**src/rtl/cp0_tlb_pkg.sv**
```systemverilog
// Shared CP0 definitions: register addresses {rd, sel} and exception codes.
// Also holds small helpers that classify exception codes.
package cp0_tlb_pkg;

    localparam logic [7:0] CP0_INDEX    = 8'h00;
    localparam logic [7:0] CP0_ENTRYLO0 = 8'h10;
    localparam logic [7:0] CP0_ENTRYLO1 = 8'h18;
    localparam logic [7:0] CP0_BADVADDR = 8'h40;
    localparam logic [7:0] CP0_COUNT    = 8'h48;
    localparam logic [7:0] CP0_ENTRYHI  = 8'h50;
    localparam logic [7:0] CP0_COMPARE  = 8'h58;
    localparam logic [7:0] CP0_STATUS   = 8'h60;
    localparam logic [7:0] CP0_CAUSE    = 8'h68;
    localparam logic [7:0] CP0_EPC      = 8'h70;

    localparam logic [4:0] EXC_INT  = 5'd0;
    localparam logic [4:0] EXC_MOD  = 5'd1;
    localparam logic [4:0] EXC_TLBL = 5'd2;
    localparam logic [4:0] EXC_TLBS = 5'd3;
    localparam logic [4:0] EXC_ADEL = 5'd4;
    localparam logic [4:0] EXC_ADES = 5'd5;
    localparam logic [4:0] EXC_SYS  = 5'd8;
    localparam logic [4:0] EXC_BP   = 5'd9;
    localparam logic [4:0] EXC_RI   = 5'd10;
    localparam logic [4:0] EXC_OV   = 5'd12;

    // Exceptions that report the faulting address in BadVAddr.
    function automatic logic exc_has_badvaddr(input logic [4:0] code);
        return code inside {EXC_MOD, EXC_TLBL, EXC_TLBS, EXC_ADEL, EXC_ADES};
    endfunction

    // TLB exceptions also latch the faulting VPN2 into EntryHi.
    function automatic logic exc_is_tlb(input logic [4:0] code);
        return code inside {EXC_MOD, EXC_TLBL, EXC_TLBS};
    endfunction

endpackage

```
**src/rtl/cp0_tlb_timer.sv**
```systemverilog
// CP0 Count/Compare timer with a Count prescaler.
// TI is sticky until software rewrites Compare.
module cp0_timer #(
    parameter int COUNT_DIV = 2
) (
    input  logic        clk,
    input  logic        rst,
    input  logic        count_we,
    input  logic        compare_we,
    input  logic [31:0] wdata,
    output logic [31:0] count,
    output logic [31:0] compare,
    output logic        ti,
    output logic        count_eq_compare
);

    localparam int PW = (COUNT_DIV > 1) ? $clog2(COUNT_DIV) : 1;
    localparam logic [PW-1:0] PMAX = PW'(COUNT_DIV - 1);

    logic [PW-1:0] presc;

    assign count_eq_compare = (count == compare);

    // Prescaler and Count; a software load restarts the prescaler.
    always_ff @(posedge clk or posedge rst) begin
        if (rst) begin
            presc <= '0;
            count <= '0;
        end else if (count_we) begin
            presc <= '0;
            count <= wdata;
        end else if (presc == PMAX) begin
            presc <= '0;
            count <= count + 32'd1;
        end else begin
            presc <= presc + PW'(1);
        end
    end

    // Compare register.
    always_ff @(posedge clk or posedge rst) begin
        if (rst) begin
            compare <= '0;
        end else if (compare_we) begin
            compare <= wdata;
        end
    end

    // Timer interrupt flag; a Compare write clears it over a same-cycle match.
    always_ff @(posedge clk or posedge rst) begin
        if (rst) begin
            ti <= 1'b0;
        end else if (compare_we) begin
            ti <= 1'b0;
        end else if (count_eq_compare) begin
            ti <= 1'b1;
        end
    end

endmodule

```
**src/rtl/cp0_tlb.sv**
```systemverilog
// CP0 register file beside WB: exceptions, interrupts, timer and TLB regs.
// A committing exception blocks every software or TLB-op write that cycle.
module cp0_tlb
    import cp0_tlb_pkg::*;
#(
    parameter int TLBNUM      = 16,
    parameter int EXT_INT_NUM = 6,
    parameter int COUNT_DIV   = 2,
    localparam int IDX_W      = (TLBNUM > 1) ? $clog2(TLBNUM) : 1
) (
    input  logic                   clk,
    input  logic                   rst,
    input  logic                   mtc0_we,
    input  logic [7:0]             cp0_addr,
    input  logic [31:0]            cp0_wdata,
    output logic [31:0]            cp0_rdata,
    input  logic                   eret_flush,
    input  logic                   wb_ex,
    input  logic [4:0]             wb_exccode,
    input  logic                   wb_bd,
    input  logic [31:0]            wb_pc,
    input  logic [31:0]            wb_badvaddr,
    input  logic [EXT_INT_NUM-1:0] ext_int_in,
    input  logic                   tlbp_we,
    input  logic                   tlbp_found,
    input  logic [IDX_W-1:0]       tlbp_index,
    input  logic                   tlbr_we,
    input  logic [31:0]            tlbr_entryhi,
    input  logic [31:0]            tlbr_entrylo0,
    input  logic [31:0]            tlbr_entrylo1,
    output logic [31:0]            cp0_index,
    output logic [31:0]            cp0_entryhi,
    output logic [31:0]            cp0_entrylo0,
    output logic [31:0]            cp0_entrylo1,
    output logic [31:0]            cp0_epc,
    output logic                   has_int
);

    logic             idx_p;
    logic [IDX_W-1:0] idx_val;
    logic [18:0]      hi_vpn2;
    logic [7:0]       hi_asid;
    logic [25:0]      lo0;
    logic [25:0]      lo1;
    logic [7:0]       st_im;
    logic             st_exl;
    logic             st_ie;
    logic             ca_bd;
    logic [1:0]       ip_sw;
    logic [5:0]       ip_hw;
    logic [4:0]       ca_exc;
    logic [31:0]      epc;
    logic [31:0]      badvaddr;
    logic [31:0]      count;
    logic [31:0]      compare;
    logic             ti;
    logic             timer_eq;
    logic [5:0]       ext_pad;
    logic [5:0]       ip_hw_d;
    logic [7:0]       ip;

    logic wr;
    logic wr_index, wr_entryhi, wr_lo0, wr_lo1;
    logic wr_count, wr_compare, wr_status, wr_cause, wr_epc;

    assign wr         = mtc0_we & ~wb_ex;
    assign wr_index   = wr & (cp0_addr == CP0_INDEX);
    assign wr_entryhi = wr & (cp0_addr == CP0_ENTRYHI);
    assign wr_lo0     = wr & (cp0_addr == CP0_ENTRYLO0);
    assign wr_lo1     = wr & (cp0_addr == CP0_ENTRYLO1);
    assign wr_count   = wr & (cp0_addr == CP0_COUNT);
    assign wr_compare = wr & (cp0_addr == CP0_COMPARE);
    assign wr_status  = wr & (cp0_addr == CP0_STATUS);
    assign wr_cause   = wr & (cp0_addr == CP0_CAUSE);
    assign wr_epc     = wr & (cp0_addr == CP0_EPC);

    cp0_timer #(
        .COUNT_DIV (COUNT_DIV)
    ) u_timer (
        .clk              (clk),
        .rst              (rst),
        .count_we         (wr_count),
        .compare_we       (wr_compare),
        .wdata            (cp0_wdata),
        .count            (count),
        .compare          (compare),
        .ti               (ti),
        .count_eq_compare (timer_eq)
    );

    // Missing interrupt lines zero-extend so unused IP bits read 0.
    assign ext_pad = 6'(ext_int_in);
    assign ip_hw_d = {ti | ext_pad[5], ext_pad[4:0]};
    assign ip      = {ip_hw, ip_sw};

    // Hardware interrupt pending bits IP[7:2], sampled every cycle.
    always_ff @(posedge clk or posedge rst) begin
        if (rst) begin
            ip_hw <= '0;
        end else begin
            ip_hw <= ip_hw_d;
        end
    end

    // Status, Cause, EPC and BadVAddr: exception entry, ERET and MTC0.
    always_ff @(posedge clk or posedge rst) begin
        if (rst) begin
            st_im    <= '0;
            st_exl   <= 1'b0;
            st_ie    <= 1'b0;
            ca_bd    <= 1'b0;
            ip_sw    <= '0;
            ca_exc   <= '0;
            epc      <= '0;
            badvaddr <= '0;
        end else if (wb_ex) begin
            st_exl <= 1'b1;
            ca_exc <= wb_exccode;
            if (!st_exl) begin
                ca_bd <= wb_bd;
                epc   <= wb_bd ? wb_pc - 32'd4 : wb_pc;
            end
            if (exc_has_badvaddr(wb_exccode)) begin
                badvaddr <= wb_badvaddr;
            end
        end else begin
            if (eret_flush) begin
                st_exl <= 1'b0;
            end else if (wr_status) begin
                st_exl <= cp0_wdata[1];
            end
            if (wr_status) begin
                st_im <= cp0_wdata[15:8];
                st_ie <= cp0_wdata[0];
            end
            if (wr_cause) begin
                ip_sw <= cp0_wdata[9:8];
            end
            if (wr_epc) begin
                epc <= cp0_wdata;
            end
        end
    end

    // TLB management registers: exception VPN2 capture, TLBP, TLBR, MTC0.
    always_ff @(posedge clk or posedge rst) begin
        if (rst) begin
            idx_p   <= 1'b0;
            idx_val <= '0;
            hi_vpn2 <= '0;
            hi_asid <= '0;
            lo0     <= '0;
            lo1     <= '0;
        end else if (wb_ex) begin
            if (exc_is_tlb(wb_exccode)) begin
                hi_vpn2 <= wb_badvaddr[31:13];
            end
        end else if (tlbp_we) begin
            idx_p <= ~tlbp_found;
            if (tlbp_found) begin
                idx_val <= tlbp_index;
            end
        end else if (tlbr_we) begin
            hi_vpn2 <= tlbr_entryhi[31:13];
            hi_asid <= tlbr_entryhi[7:0];
            lo0     <= tlbr_entrylo0[25:0];
            lo1     <= tlbr_entrylo1[25:0];
        end else begin
            if (wr_index) begin
                idx_p   <= cp0_wdata[31];
                idx_val <= cp0_wdata[IDX_W-1:0];
            end
            if (wr_entryhi) begin
                hi_vpn2 <= cp0_wdata[31:13];
                hi_asid <= cp0_wdata[7:0];
            end
            if (wr_lo0) begin
                lo0 <= cp0_wdata[25:0];
            end
            if (wr_lo1) begin
                lo1 <= cp0_wdata[25:0];
            end
        end
    end

    // Assemble the Index word; bits between P and the index field read 0.
    always_comb begin
        cp0_index              = '0;
        cp0_index[31]          = idx_p;
        cp0_index[IDX_W-1:0]   = idx_val;
    end

    assign cp0_entryhi  = {hi_vpn2, 5'b0, hi_asid};
    assign cp0_entrylo0 = {6'b0, lo0};
    assign cp0_entrylo1 = {6'b0, lo1};
    assign cp0_epc      = epc;

    assign has_int = (|(ip & st_im)) & st_ie & ~st_exl;

    // MFC0 read mux; unmapped addresses read 0.
    always_comb begin
        cp0_rdata = '0;
        case (cp0_addr)
            CP0_INDEX:    cp0_rdata = cp0_index;
            CP0_ENTRYLO0: cp0_rdata = cp0_entrylo0;
            CP0_ENTRYLO1: cp0_rdata = cp0_entrylo1;
            CP0_BADVADDR: cp0_rdata = badvaddr;
            CP0_COUNT:    cp0_rdata = count;
            CP0_ENTRYHI:  cp0_rdata = cp0_entryhi;
            CP0_COMPARE:  cp0_rdata = compare;
            CP0_STATUS: begin
                cp0_rdata[22]   = 1'b1;
                cp0_rdata[15:8] = st_im;
                cp0_rdata[1]    = st_exl;
                cp0_rdata[0]    = st_ie;
            end
            CP0_CAUSE: begin
                cp0_rdata[31]   = ca_bd;
                cp0_rdata[30]   = ti;
                cp0_rdata[15:8] = ip;
                cp0_rdata[6:2]  = ca_exc;
            end
            CP0_EPC:      cp0_rdata = epc;
            default:      cp0_rdata = '0;
        endcase
    end

    logic unused_ok;
    assign unused_ok = ^{timer_eq, tlbr_entryhi[12:8],
                         tlbr_entrylo0[31:26], tlbr_entrylo1[31:26]};

endmodule

```
**config.mk**
```make
export PLATFORM = sky130hd
export DESIGN_NAME = cp0_tlb
export DESIGN_NICKNAME = d
export VERILOG_FILES = /design/src/rtl/cp0_tlb_pkg.sv /design/src/rtl/cp0_tlb_timer.sv /design/src/rtl/cp0_tlb.sv
export SDC_FILE = /design/constraint.sdc
export NUM_CORES = 1
export LEC_CHECK = 0
export ABC_AREA = 1
export BUFFER_PORTS_ARGS = -buffer_cell sky130_fd_sc_hd__buf_2
export CORE_ASPECT_RATIO = 0.7
export CORE_MARGIN = 1.5
export CORE_UTILIZATION = 40
export DETAILED_ROUTE_END_ITERATION = 8
export PLACE_DENSITY = 0.71
export RECOVER_POWER = 100
export SYNTH_ARGS = -nofsm -noshare
export SYNTH_HDL_FRONTEND = slang
export SYNTH_SLANG_ARGS = --single-unit
```
**constraint.sdc**
```tcl
create_clock -name clk -period 7.3 [get_ports clk]
set_input_delay 0.365 -clock clk [delete_from_list [all_inputs] [get_ports clk]]
set_output_delay 0.365 -clock clk [all_outputs]
set_load 0.02 [all_outputs]
```
* After elaboration in Yosys (flattened, before gate mapping) *
Index checks and enable logic that the tools add are counted.

word-level totals
  flip-flop bits (word level) = 238
  bits in latches = 0
  bits in writable memories = 0
  bits in read-only memories = 0
  output and inout bits = 193
  logic and storage cells = 123
  memories kept = 0

cells by class
  $add $sub $neg = 3
  $mul = 0
  divide/modulo/power cells = 0
  order comparisons = 0
  equal/unequal tests = 20
  shifts and indexed selects = 0
  mux-type cells = 39
  bitwise logic cells = 18
  reduce and logical (&&, ||, !) cells = 24

operator list
  operator                 number
  $mux W32                 6
  $mux W26                 4
  $mux W19                 5
  $pmux W8 S9              1
  $eq A8 B7 Y1 const B     7
  $pmux W7 S7              1
  $pmux W5 S9              1
  $pmux W6 S7              1
  $add A32 B1 Y32 const B  1
  $eq A32 B32 Y1           1
  $sub A32 B3 Y32 const B  1
  $pmux W2 S9              1
  $eq A8 B5 Y1 const B     2
  $mux W4                  4
  $mux W8                  2
  $reduce_and A3 Y1        5
  $pmux W2 S7              1
  $reduce_bool A2 Y1       7
  $and A1 B1 Y1            12
  $eq A5 B2 Y1 const B     2
  $eq A5 B3 Y1 const B     2
  $mux W1                  10
  $reduce_and A2 Y1        5
  $reduce_bool A3 Y1       3
  13 further kinds         19

* Depth between registers and ports, before layout *
Gate-level depths: netlist of run 1.

  word-level depth = 7
  gate-level depth with buffers = 12
  gate-level depth less buffers = 12

* Modules after synthesis *
Synthesis of run 1 repeated with hierarchy kept, for this count alone.

unflattened totals
  cells, all modules = 2073
  area total of the unflattened synthesis = 14619.0 um^2

by module, submodules not included
  module     times used  cells each  area an instance (um^2)  seq. area each (um^2)
  cp0_tlb    1           1594        10746.6                  4304.1
  cp0_timer  1           479         3872.5                   1651.6

* Least setup slack after synthesis of run 1 *
Ideal clock, no wire load.

  path type = input to output
  start = in cp0_addr[1]
  end = out cp0_rdata[23]
  arrival = 1.645 ns
  path slack = 5.290 ns
  stages = 7
  cell sequence = nor2_1 -> nand2_1 -> nor2_4 -> buf_4 -> nand2_2 -> buf_2 -> o21ai_0

between the ends
  longest elaborated chain between the ends = 2

RTL lines
  item                                          RTL line        source
  start: declaration                            cp0_tlb.sv:14   input logic [7:0] cp0_addr,
  $eq A8 B7 Y1 or $eq A8 B5 Y1 (tied branches)  cp0_tlb.sv:203  case (cp0_addr)
  $pmux W7 S7 *                                 cp0_tlb.sv:203
  end: declaration                              cp0_tlb.sv:16   output logic [31:0] cp0_rdata,

Mark *: on every way between the ends. The rest lies on a longest branch, timed or not.

* Final worst setup path of run 1 *
  start = in wb_ex
  end = reg badvaddr[7]

between the ends
  longest elaborated chain between the ends = 1

RTL lines
  item                         RTL line        source
  start: declaration           cp0_tlb.sv:18   input logic wb_ex,
  $reduce_and A2 Y1 (no line)  -
  end signal: assignment       cp0_tlb.sv:124  badvaddr <= wb_badvaddr;
  end: declaration             cp0_tlb.sv:53   logic [31:0] badvaddr;

Every way passes these cells.
A chain may end at the register's enable or synchronous reset.

==> qor.csv, run 1 <==
stage,metric,value,unit
outcome,outcome,"complete, but fails checks",
outcome,violations,"max-capacitance violations, max-slew violations",
power,clkPwrFrac,0.350,
route,finalWirelength,58800,um
finish,nets,2581,
power,power,3.91,mW
route,drtAntennaViolNets,0,
setup_path,crit_type,primary input to flip-flop,
logic_synthesis,avgSynthCellArea,7.01,um^2
power,switchingPower,1.36,mW
grt,overflow,0,
power,netSwitchingFraction,0.348,
grt,grt_first_pass_wirelength,87700,um
placement,place_ws,4.13,ns
grt,grt_max_degree,180,
setup_path,start_kind,primary input,
setup_path,crit_top_cell,clkbuf_1,
sta,finalMaxSlewViolations,364,
power,p_leak,8.16,nW
clock_network,cts_tree,yes,
finish,final_area,16800,um^2
logic_synthesis,synth_area,14300,um^2
setup_path,crit_required,7.72,ns
grt,grt_pass1_vias,14600,
power,pwr-share-comb,0.216,
power,power.internal,2.55,mW
logic_synthesis,synth-edff-count,0,
die,std_cell_rows,57,
sta,min_period,4.88,ns
setup_path,max_stage_delay,1.70,ns
sta,finalHoldViolations,0,
die,pin_count,417,
sta,finalCritPeriodShare,0.669,
logic_synthesis,ys_ff_latch,238,
die,dieHeight,161,um
run,drv_cap,7,
clock_network,cts_buffers,27,
setup_path,worst-path-max-fanout,42,
finish,mostFrequentLayoutCells,"nand2_1, o21ai_0, dfrtp_1, inv_1, buf_2",
setup_path,cp.arrival,5.31,ns
power,irDropWorstVdd,0.000172,V
logic_synthesis,ys_warn_count,0,
die,die_w,229,um
clock_network,root_buffer,clkbuf_16,
power,seq_power_share,0.433,
sta,setup_slack,2.42,ns
setup_path,worstPathCellList,clkbuf_1 > inv_1 > o31ai_1 > clkbuf_1 > mux2_2,
route,vias,15500,
route,wl_per_cell,20.6,um
die,die_area,37000,um^2
logic_synthesis,ys.flop_type,dfrtp_1,
placement,port_buffers,355,
sta,worstMarginPinSlew,3.11,ns
sta,fmax,0.205,GHz
die,start_util,0.410,
logic_synthesis,yosysSeqAreaShare,0.415,
finish,drive_gt1_frac,0.118,
clock_network,clock_path_buffers,3,
sta,clock_skew,0.0356,ns
finish,area_growth,17.4,%
clock_network,clkTransAtPathRegs,0.06,ns
route,drt_drc_violations_left,0,
grt,antenna_found_initial,3,
sta,setup_viol,0,
die,fp.coreArea,35000,um^2
route,drtIter0Drc,2000,
route,viasPerCell,5.46,
sta,rsz0062_at_grt,no,
setup_path,cpMaxStageDelayCell,o31ai_1,
clock_network,cts.sinks,238,
clock_network,clkLatencyLatePin,0.58,ns
setup_path,endpoint_kind,flip-flop,
logic_synthesis,synth_cells,2047,
finish,final_common_cell,nand2_1,
logic_synthesis,async_flop_share,1.00,
logic_synthesis,yosysUniqueCellTypes,47,
sta,fin_hold_ws,0.00951,ns
clock_network,h-tree-depth,1,
power,power_density,232,nW/um^2
placement,dp_hpwl,45100,um
placement,place_area,16200,um^2
min_path,hold_path.class,primary input to flip-flop,
grt,groute.usage.overall,0.310,
sta,final.setup.tns,0,ns
route,drtPass1Iterations,5,
clock_network,post_cts_resized,0,
sta,relSlewSlack,-1.08,
placement,gp_congestion,0.979,
path summary, 6_finish.rpt:
path	slack [ns]	depth (start not counted)	startpoint	end
worst max-delay path	2.42	5	wb_ex	badvaddr[7]$_DFFE_PP0P_
worst min-delay path	0.01	2	ext_int_in[5]	ip_hw[5]$_DFF_PP0_
worst max register to register	4.39	8	st_exl$_DFFE_PP0P_	cp0_epc[19]$_DFFE_PP0P_
worst min register to register	0.51	2	idx_val[3]$_DFFE_PP0P_	idx_val[3]$_DFFE_PP0P_
max in group asynchronous	4.16	4	rst	badvaddr[23]$_DFFE_PP0P_
min in group asynchronous	1.15	3	rst	idx_val[1]$_DFFE_PP0P_
layout make-up:
| type | count | area, um^2 |
|---|---|---|
| multi-input cells | 1496 | 6880 |
| clock buffers | 41 | 798 |
| inverters | 221 | 831 |
| fillers | 3685 | 18200 |
| well taps | 472 | 591 |
| repair buffers | 371 | 1710 |
| clock inverters | 6 | 61.3 |
| flip-flops and latches | 238 | 5960 |
| diodes | 2 | 5.00 |
state kept, by name, summed over array words and instances (netlist names), 5 cells and up:
signal	count
badvaddr	32
ca_exc	5
cp0_epc	32
hi_asid	8
hi_vpn2	19
ip_hw	6
lo0	26
lo1	26
st_im	8
u_timer.compare	32
u_timer.count	32
through the flow:
| stage | instances | utilization |
|---|---|---|
| 5_1_grt | 2847 | 0.481 |
| 6_report | 2847 | 0.481 |
| 3_3_place_gp | 2792 | 0.463 |
| 3_5_place_dp | 2792 | 0.463 |
| 4_1_cts | 2845 | 0.489 |
| 2_1_floorplan | 2090 | - |
cells in the mapped netlist, types with 3 or more instances:
cell | n | share of area
o22ai_1 | 43 | 0.019
buf_4 | 54 | 0.028
buf_1 | 6 | 0.0016
o21ai_0 | 183 | 0.064
o21bai_1 | 3 | 0.0016
nand4_1 | 31 | 0.014
nor2_2 | 6 | 0.0026
o21ai_1 | 72 | 0.025
nand2_2 | 5 | 0.0022
nand2_4 | 5 | 0.0039
xor2_1 | 31 | 0.019
buf_6 | 4 | 0.0031
dfrtp_1 | 238 | 0.42
nand3_1 | 83 | 0.029
xnor2_1 | 13 | 0.0079
mux2_2 | 8 | 0.0063
nor2_1 | 179 | 0.047
inv_1 | 208 | 0.054
clkbuf_1 | 39 | 0.010
nor2_4 | 4 | 0.0031
a21oi_1 | 119 | 0.042
inv_2 | 12 | 0.0031
nor3_1 | 12 | 0.0042
nand2_1 | 618 | 0.16
o211ai_1 | 10 | 0.0052
or2_2 | 3 | 0.0013
buf_2 | 31 | 0.011
layer usage:
layer,track usage,share of wire,vias up
met5,0,0.00014,-
met4,0.103,0.036,2
met3,0.0733,0.12,122
met2,0.470,0.44,932
met1,0.436,0.41,7357
li1,-,-,7123
power by group through the flow:
stage          clock, mW  combinational, mW  sequential, mW
4_1_cts             1.37              0.884            1.68
5_1_grt             1.43              0.930            1.71
2_1_floorplan          0              0.429            1.79
6_report            1.37              0.846            1.69
3_5_place_dp           0              0.877            1.71
3_3_place_gp           0              0.860            1.70
critical path, delay by kind of cell:
family | cells | cell delay [ns]
buf+inv | 3 | 2.75
mux | 1 | 0.45
compound gates | 1 | 1.70
cell families (layout without fill, tap and decap cells):
| logic type | after synthesis | after routing | synth area share |
|---|---|---|---|
| simple gates | 952 | 952 | 0.272 |
| compound gates | 446 | 446 | 0.166 |
| buf+inv | 356 | 639 | 0.112 |
| flops | 238 | 238 | 0.415 |
| xor+xnor | 44 | 44 | 0.0269 |
| mux | 8 | 8 | 0.00628 |
| fa+ha+maj | 2 | 2 | 0.00174 |
| other cells | 1 | 46 | 0.000261 |
repair_timing:
| item | in CTS | in global routing |
|---|---|---|
| setup buffers | 0 | 0 |
| endpoints found under the setup margin | 0 | 0 |
| hold endpoints to repair | 64 | 0 |
| hold buffers | 6 | 0 |
(Power assumes the default switching activity.)
==> inputs of run 2 (changes only) <==
--- a/config.mk
+++ b/config.mk
@@ -11,7 +11,7 @@
 export CORE_MARGIN = 1.5
 export CORE_UTILIZATION = 40
 export DETAILED_ROUTE_END_ITERATION = 8
-export PLACE_DENSITY = 0.71
+export PLACE_DENSITY = 0.68
 export RECOVER_POWER = 100
 export SYNTH_ARGS = -nofsm -noshare
 export SYNTH_HDL_FRONTEND = slang
==> constraint.sdc (replaced) <==
create_clock -name clk -period 4.8 [get_ports clk]
set_input_delay 0.24 -clock clk [delete_from_list [all_inputs] [get_ports clk]]
set_output_delay 0.24 -clock clk [all_outputs]
set_load 0.02 [all_outputs]
==> qor.csv, run 2 (same netlist as run 1, synthesis figures left out) <==
stage,metric,value,unit,change
outcome,outcome,"complete, but fails checks",,
outcome,violations,"max-capacitance violations, max-slew violations",,
die,die_area,37000,um^2,unchanged
setup_path,worst-path-max-fanout,33,,-21%
sta,setup_slack,1.23,ns,-1.18 ns
sta,rsz0062_at_grt,no,,
setup_path,r2r-start,st_exl$_DFFE_PP0P_,,
setup_path,crit_type,primary input to flip-flop,,
sta,finalCritPeriodShare,0.743,,
min_path,hold_end,u_timer.compare[26]$_DFFE_PP0P_,,
clock_network,root_buffer,clkbuf_16,,
clock_network,clock_path_buffers,3,,unchanged
placement,place_area,16200,um^2,+0.12%
sta,finalHoldViolations,0,,unchanged
placement,dp_hpwl,45300,um,+0.47%
grt,grt_first_pass_wirelength,90500,um,+3.2%
route,vias,16000,,+2.8%
clock_network,clkLatencyLatePin,0.56,ns,-0.02 ns
finish,nets,2698,,+4.5%
route,drtAntennaViolNets,0,,unchanged
setup_path,r2r_cells,8,,unchanged
clock_network,cts_tree,yes,,
placement,place_ws,1.90,ns,-2.23 ns
route,drt_drc_violations_left,0,,unchanged
clock_network,h-tree-depth,1,,unchanged
die,pin_count,417,,unchanged
die,die_w,229,um,unchanged
min_path,min_path_cells,3,,+1
die,start_util,0.410,,unchanged
sta,finalMaxSlewViolations,218,,-40%
power,power,5.96,mW,+52%
sta,worstMarginPinSlew,2.61,ns,-0.500 ns
sta,clock_skew,0.00727,ns,-0.0283 ns
clock_network,cts.sinks,238,,unchanged
min_path,timing.hold.worst.start,cp0_wdata[26],,
finish,final_common_cell,nand2_1,,
clock_network,cts_buffers,26,,-3.7%
grt,grt_max_degree,121,,-33%
placement,gp_congestion,1.00,,+2.1%
sta,setup_viol,0,,unchanged
route,finalWirelength,60600,um,+3.1%
finish,final_area,18000,um^2,+6.8%
route,wl_per_cell,20.5,um,-0.79%
sta,relSlewSlack,-0.743,,+0.333
sta,fmax,0.280,GHz,
finish,drive_gt1_frac,0.112,,-0.00617
setup_path,crit_required,5.25,ns,-2.47 ns
die,dieHeight,161,um,unchanged
finish,fin_cells,2959,,+3.9%
die,std_cell_rows,57,,unchanged
power,p_leak,8.62,nW,+5.7%
grt,groute.usage.overall,0.320,,+0.0100
setup_path,r2r-end,cp0_epc[12]$_DFFE_PP0P_,,
route,drtPass1Iterations,6,,+1
grt,grt_pass1_vias,15000,,+3.3%
min_path,hold_path.class,primary input to flip-flop,,
power,power_density,332,nW/um^2,+43%
grt,overflow,0,,unchanged
route,drtIter0Drc,1897,,-5.1%
route,viasPerCell,5.40,,-1.1%
placement,port_buffers,355,,unchanged
placement,place_inst,2795,,+0.11%
clock_network,clkTransAtPathRegs,0.06,ns,about the same
run,drv_cap,4,,-3
finish,mostFrequentLayoutCells,"nand2_1, o21ai_0, dfrtp_1, inv_1, buf_2",,
sta,final.setup.tns,0,ns,unchanged
power,irDropWorstVdd,0.000305,V,+77%
grt,antenna_found_initial,1,,-2
finish,area_growth,25.3,%,
setup_path,start_kind,primary input,,
sta,fin_hold_ws,0.0128,ns,+0.00328 ns
sta,min_period,3.57,ns,
finish,utilization,0.513,,+0.0325
setup_path,cp.arrival,4.02,ns,-1.29 ns
die,fp.coreArea,35000,um^2,unchanged
clock_network,post_cts_resized,0,,unchanged
setup_path,endpoint_kind,flip-flop,,
setup_path,ff2ff_setup_slack,2.60,ns,-1.79 ns
[run 2: final cells by class]
type / instances / area, um^2
Tap cell: 472 / 591
Timing Repair Buffer: 489 / 2890
Clock inverter: 4 / 52.6
Multi-Input combinational cell: 1496 / 6900
Inverter: 221 / 831
Antenna cell: 1 / 2.50
Fill cell: 3515 / 17000
Sequential cell: 238 / 5960
Clock buffer: 38 / 757
[run 2: power breakdown]
part / internal [mW] / total, mW / switching (mW)
combinational: 0.440 / 1.36 / 0.924
sequential: 2.31 / 2.58 / 0.277
clock: 1.14 / 2.01 / 0.876
total: 3.88 / 5.96 / 2.08
[run 2: worst max-delay path, stage by stage]
cell	delay [ns]
clkbuf_1	0.08
inv_1	0.89
nand2_1	0.58
inv_1	0.32
nand2_1	0.58
nand2_1	0.67
inv_2	0.30
nand2_1	0.11
o21ai_0	0.08
inv_1	0.09
nand2_1	0.04
[run 2: how the worst max path moves through the flow]
stage / startpoint / to / slack [ns] / cells after the start
2_1_floorplan: rst / badvaddr[0]$_DFFE_PP0P_ / 1.44 / 1
3_3_place_gp: cp0_addr[1] / cp0_rdata[1] / 1.86 / 11
3_5_place_dp: cp0_addr[1] / cp0_rdata[1] / 1.90 / 11
4_1_cts: cp0_addr[1] / cp0_rdata[1] / 1.89 / 11
5_1_grt: wb_ex / u_timer.count[24]$_DFFE_PP0N_ / 0.97 / 11
6_report: wb_ex / u_timer.count[24]$_DFFE_PP0N_ / 1.23 / 11
[run 2: metal layers]
| metal | part of all wire | track usage | vias to the layer above |
|---|---|---|---|
| li1 | - | - | 7347 |
| met1 | 0.42 | 0.448 | 7553 |
| met2 | 0.43 | 0.484 | 938 |
| met3 | 0.11 | 0.0809 | 127 |
| met4 | 0.036 | 0.105 | 0 |
| met5 | 0 | 0 | - |
[run 2: what timing repair did]
action	4_1_cts	5_1_grt
buffers inserted	0	0
hold buffers	121	0
endpoints found under the hold margin	137	0
